**src/rtl/minisys_defs.sv**
```systemverilog
// rtl/minisys_defs.sv - shared Minisys-1A pipeline control definitions
package minisys_defs;

    typedef enum logic [1:0] {
        ST_RUN       = 2'd0,
        ST_DIV_WAIT  = 2'd1,
        ST_EXC_DRAIN = 2'd2
    } hz_state_t;

    localparam int         DIV_CYCLES_DEF = 32;
    localparam logic [4:0] REG_ZERO       = 5'd0;

endpackage

```
**src/rtl/hazard_load_use_cmp.sv**
```systemverilog
// rtl/hazard_load_use_cmp.sv - load-use hazard comparator (EX load vs ID sources)
module hazard_load_use_cmp
    import minisys_defs::*;
(
    input  logic       i_id_uses_rs,
    input  logic       i_id_uses_rt,
    input  logic [4:0] i_id_rs,
    input  logic [4:0] i_id_rt,
    input  logic       i_ex_l_type,
    input  logic [4:0] i_ex_wb_addr,
    output logic       o_lu
);

    logic w_rs_hit;
    logic w_rt_hit;

    // $0 is hardwired to zero, so a load targeting it can never feed a consumer.
    always_comb begin
        w_rs_hit = i_id_uses_rs && (i_id_rs == i_ex_wb_addr);
        w_rt_hit = i_id_uses_rt && (i_id_rt == i_ex_wb_addr);
        o_lu     = i_ex_l_type && (i_ex_wb_addr != REG_ZERO) && (w_rs_hit || w_rt_hit);
    end

endmodule

```
**src/rtl/pipeline_hazard_ctrl.sv**
```systemverilog
// rtl/pipeline_hazard_ctrl.sv - stall/flush controller for the 5-stage Minisys-1A pipeline
module pipeline_hazard_ctrl
    import minisys_defs::*;
#(
    parameter int DIV_CYCLES = DIV_CYCLES_DEF,
    parameter int CNT_W      = 6,
    parameter int PERF_W     = 32
)
(
    input  logic              clock,
    input  logic              reset,
    input  logic [4:0]        id_rs,
    input  logic [4:0]        id_rt,
    input  logic              id_uses_rs,
    input  logic              id_uses_rt,
    input  logic              ex_l_type,
    input  logic [4:0]        ex_wb_addr,
    input  logic              id_div,
    input  logic              id_hilo_use,
    input  logic              id_redirect,
    input  logic              id_exc,
    input  logic              id_eret,
    output logic              pc_write_en,
    output logic              if_id_write_en,
    output logic              if_id_flush,
    output logic              id_ex_flush,
    output logic              exc_redirect,
    output logic              div_busy,
    output logic [PERF_W-1:0] stall_count
);

    hz_state_t         r_state;
    hz_state_t         w_state_nxt;
    logic [CNT_W-1:0]  r_div_cnt;
    logic [PERF_W-1:0] r_stall_count;
    logic              w_lu;
    logic              w_cnt_zero;
    logic              w_cnt_load;
    logic              w_trap;

    hazard_load_use_cmp u_lu_cmp (
        .i_id_uses_rs (id_uses_rs),
        .i_id_uses_rt (id_uses_rt),
        .i_id_rs      (id_rs),
        .i_id_rt      (id_rt),
        .i_ex_l_type  (ex_l_type),
        .i_ex_wb_addr (ex_wb_addr),
        .o_lu         (w_lu)
    );

    assign w_cnt_zero  = (r_div_cnt == '0);
    assign w_trap      = id_exc || id_eret;
    assign stall_count = r_stall_count;

    // State register; updates on the same edge as the IF/ID and ID/EX registers.
    always_ff @(negedge clock) begin
        if (reset) begin
            r_state <= ST_RUN;
        end else begin
            r_state <= w_state_nxt;
        end
    end

    // Next state and divider-start decision.
    always_comb begin
        w_state_nxt = r_state;
        w_cnt_load  = 1'b0;
        case (r_state)
            ST_RUN: begin
                if (w_trap) begin
                    w_state_nxt = ST_EXC_DRAIN;
                end else if (!w_lu && id_div) begin
                    w_state_nxt = ST_DIV_WAIT;
                    w_cnt_load  = 1'b1;
                end
            end
            ST_DIV_WAIT: begin
                if (w_trap) begin
                    w_state_nxt = ST_EXC_DRAIN;
                end else if (w_cnt_zero) begin
                    // A div waiting in ID issues in the divider's final cycle.
                    if (id_div && !w_lu) begin
                        w_cnt_load = 1'b1;
                    end else begin
                        w_state_nxt = ST_RUN;
                    end
                end
            end
            ST_EXC_DRAIN: begin
                w_state_nxt = w_cnt_zero ? ST_RUN : ST_DIV_WAIT;
            end
            default: begin
                w_state_nxt = ST_RUN;
            end
        endcase
    end

    // Enables and flushes; reset forces the idle values in the same cycle.
    always_comb begin
        pc_write_en    = 1'b1;
        if_id_write_en = 1'b1;
        if_id_flush    = 1'b0;
        id_ex_flush    = 1'b0;
        exc_redirect   = 1'b0;
        div_busy       = 1'b0;
        if (!reset) begin
            case (r_state)
                ST_RUN, ST_DIV_WAIT: begin
                    div_busy = (r_state == ST_DIV_WAIT);
                    if (w_trap) begin
                        exc_redirect = 1'b1;
                        if_id_flush  = 1'b1;
                        id_ex_flush  = 1'b1;
                    end else if (w_lu || (id_hilo_use && !w_cnt_zero && r_state == ST_DIV_WAIT)) begin
                        pc_write_en    = 1'b0;
                        if_id_write_en = 1'b0;
                        id_ex_flush    = 1'b1;
                    end else if (id_div && w_cnt_zero) begin
                        // Divide issues this cycle; it never redirects.
                        if_id_flush = 1'b0;
                    end else if (id_redirect) begin
                        if_id_flush = 1'b1;
                    end
                end
                ST_EXC_DRAIN: begin
                    if_id_flush = 1'b1;
                    div_busy    = !w_cnt_zero;
                end
                default: begin
                    if_id_flush = 1'b0;
                end
            endcase
        end
    end

    // Divide countdown; keeps running through an exception drain.
    always_ff @(negedge clock) begin
        if (reset) begin
            r_div_cnt <= '0;
        end else if (w_cnt_load) begin
            r_div_cnt <= CNT_W'(DIV_CYCLES - 1);
        end else if (!w_cnt_zero) begin
            r_div_cnt <= r_div_cnt - CNT_W'(1);
        end
    end

    // Saturating count of cycles in which IF/ID was held.
    always_ff @(negedge clock) begin
        if (reset) begin
            r_stall_count <= '0;
        end else if (!if_id_write_en && (r_stall_count != {PERF_W{1'b1}})) begin
            r_stall_count <= r_stall_count + PERF_W'(1);
        end
    end

endmodule

```
**config.mk**
```make
export PLATFORM = sky130hd
export DESIGN_NAME = pipeline_hazard_ctrl
export DESIGN_NICKNAME = d
export VERILOG_FILES = /design/src/rtl/minisys_defs.sv /design/src/rtl/hazard_load_use_cmp.sv /design/src/rtl/pipeline_hazard_ctrl.sv
export SDC_FILE = /design/constraint.sdc
export NUM_CORES = 1
export LEC_CHECK = 0
export CORE_MARGIN = 2
export CORE_UTILIZATION = 53
export CTS_BUF_LIST = sky130_fd_sc_hd__clkbuf_8
export CTS_CLUSTER_DIAMETER = 40
export CTS_CLUSTER_SIZE = 16
export DETAILED_ROUTE_END_ITERATION = 7
export PLACE_DENSITY = 0.95
export REMOVE_ABC_BUFFERS = 1
export SETUP_SLACK_MARGIN = 0.1
export SYNTH_ARGS = -nofsm -noshare
export SYNTH_HDL_FRONTEND = slang
export SYNTH_SLANG_ARGS = --single-unit
```
**constraint.sdc**
```tcl
create_clock -name clock -period 7.2 [get_ports clock]
set_clock_uncertainty 0.05 [all_clocks]
set_input_delay 1.08 -clock clock [delete_from_list [all_inputs] [get_ports clock]]
set_output_delay 1.08 -clock clock [all_outputs]
set_load 0.01 [all_outputs]
```
==> flow_metrics.tcl <==
set metrics [dict create \
    clockBufferDepth 2 \
    htree_levels 2 \
    cp.required_ps 6070 \
    antenna_found_initial 0 \
    initial_core_util 0.547 \
    syn_inst 270 \
    synthFlopType "dfxtp_1" \
    mappedNetlistArea_sq_mm 0.00219 \
    routabilityCongestion 0.775 \
    drt_wl_total_um 6000 \
    maxSlewHeadroom 0.666 \
    die_h_um 68.3 \
    grt_start_max_net_pins 42 \
    final_layout_size_suffix_gt1_frac 0.0561 \
    rows 23 \
    worst_pin_slew_ps 499 \
    leakage_nw 1.27 \
    nets 400 \
    synth_async_sr_flop_share 0 \
    root_buffer "clkbuf_8" \
    hold_path.class "reg2reg" \
    cp-end-kind "primary output" \
    port_buffers 62 \
    synthDominantCellAreaShare 0.366 \
    drv_slew 0 \
    vias_per_cell 5.73 \
    crit_arrival_ps 5750 \
    firstDrtPassIters 5 \
    clock-sinks 40 \
    dp_hpwl_um 4070 \
    syn_area_per_cell_sq_um 8.11 \
    ys_types 50 \
    wire_per_inst_um 14.1 \
    critPathMaxFanout 5 \
    grt_util_all_layers 0.259 \
    synth_area_leader_cell "dfxtp_1" \
    dieArea_sq_mm 0.00466 \
    final_util 0.782 \
    grt_pass1_vias 2253 \
    status "completed" \
    synth_enable_flop_cells 0 \
    drcViolationCount 0 \
    area_growth_pct 42.9 \
    core-area_sq_mm 0.00400 \
    drtIter0Drc 103 \
    cts_made_buffers 5 \
    rsz0062_at_grt "false" \
    start_kind "flop" \
    p_per_area_mw_per_mm2 215 \
    rr_worst_depth 11 \
    diodes 0 \
    synth_seq_cells 40 \
    path_clk_slew_ps 50 \
    hold_buffers 0 \
    hold_viol_final 0 \
    cap_violations 0 \
    yosysWarningCount 0 \
    path_class "reg2out" \
    io_pins 63 \
    insertion_delay_ps 370 \
    setup_viol 0 \
    synth.area.top_cells "dfxtp_1, xor2_1, nor2_1" \
    yosysSeqAreaShare 0.366 \
    hold_path_depth 2 \
    grt_overflow_total 0 \
    dieWidth_um 68.3 \
    cts_tree "built" \
    peakVddDrop_v 0.000146 \
    grt_pass1_wl_um 9230 \
    vias 2429 \
    drtAntennaViolNets 0 \
    hold_slack_ps 463 \
]
## logic make-up after synthesis
kind of cell               Yosys count  share of synthesized area
xor gates and xnor gates            29                      0.116
muxes                                2                    0.00971
AOI/OAI and AO/OA                   43                      0.123
adders and majority gates            2                     0.0114
and+or+nand+nor                    135                      0.332
DFF                                 40                      0.366
buffers and inverters               19                     0.0417
## worst paths after layout
check	startpoint	end	slack (ps)
setup / recovery	r_div_cnt[0]$_SDFFE_NP0P_	div_busy	320
hold / removal	stall_count[11]$_SDFFE_NP0P_	stall_count[11]$_SDFFE_NP0P_	460
hold reg to reg	stall_count[11]$_SDFFE_NP0P_	stall_count[11]$_SDFFE_NP0P_	460
setup reg to reg	r_div_cnt[0]$_SDFFE_NP0P_	stall_count[16]$_SDFFE_NP0P_	4540
## final cells by class
class	instances	area (sq um)
clock buffer	5	68.8
tap	50	62.6
timing repair buffer	67	668
fill	270	872
multi-input combinational	211	1310
inverter	8	30.0
clock inverter	43	190
sequential	40	801
## metrics by stage
| step | setup slack, ps | cells | cell area [sq um] | power, mW | setup TNS, ps |
|---|---|---|---|---|---|
| after global routing | 199 | 424 | 3130 | 0.718 | 0 |
| after detailed placement | -31.8 | 375 | 2840 | 0.430 | -48.9 |
| final | 322 | 424 | 3130 | 0.671 | 0 |
| after global placement | 73.2 | 375 | 2840 | 0.420 | 0 |
| after CTS | 106 | 424 | 3120 | 0.678 | 0 |
| after floorplan | 415 | 260 | 2130 | 0.383 | 0 |
## cells in the mapped netlist, types with 3 or more instances
cell type,number
and4_1,3
or3_1,7
nand3_1,17
nor3_1,12
xor2_1,26
inv_1,9
xnor2_1,3
nand2_1,21
clkbuf_1,6
o211ai_1,3
nand4_1,15
or4_1,5
nor2_1,30
a21oi_1,15
dfxtp_1,40
and2_1,3
o31ai_1,3
nor4_1,4
o21ai_0,9
and3_1,6
## repair_timing
item	4_1_cts	5_1_grt
pin swaps	1	0
buffers inserted	2	0
gates resized for setup	2	4
endpoints found under the setup margin	3	4
## registers in the layout, summed over array words and instances, names as in the netlist
| signal | cells |
|---|---|
| r_div_cnt | 6 |
| r_state | 2 |
| stall_count | 32 |
## power by group
part           total [mW]  switching [mW]  internal (mW)
clock               0.276           0.144          0.132
sequential          0.255          0.0152          0.240
combinational       0.141          0.0705         0.0701
## metal layers
metal | GRT usage | part of all wire
met5 | 0 | 0
met4 | 0.118 | 0.0093
met3 | 0.104 | 0.086
met2 | 0.456 | 0.49
met1 | 0.267 | 0.41
## layout by cell type (no fill, tap or decap), types with 2 or more instances in the layout
master           instances
nor4_1                   4
ha_1                     2
nor3_1                  12
a21oi_1                 15
or4_1                    5
buf_4                    5
or3_1                    7
and3_1                   6
o21ai_0                  9
o31ai_1                  3
clkbuf_8                 5
inv_1                   49
nand3_1                 17
o211ai_1                 3
clkdlybuf4s50_1         58
dfxtp_1                 40
nand2_1                 21
xnor2_1                  3
nor2_1                  30
nand4_1                 15
xor2_1                  26
and4_1                   3
dlymetal6s2s_1           4
and2_1                   3
## critical path, stage by stage (launching register included)
cell	delay (ps)
dfxtp_1	320
inv_1	70
ha_1	220
nor2b_2	180
nand2_1	140
nand3b_1	140
a21oi_1	160
clkdlybuf4s50_1	540
No activity file was read; power rests on OpenSTA's default activity.
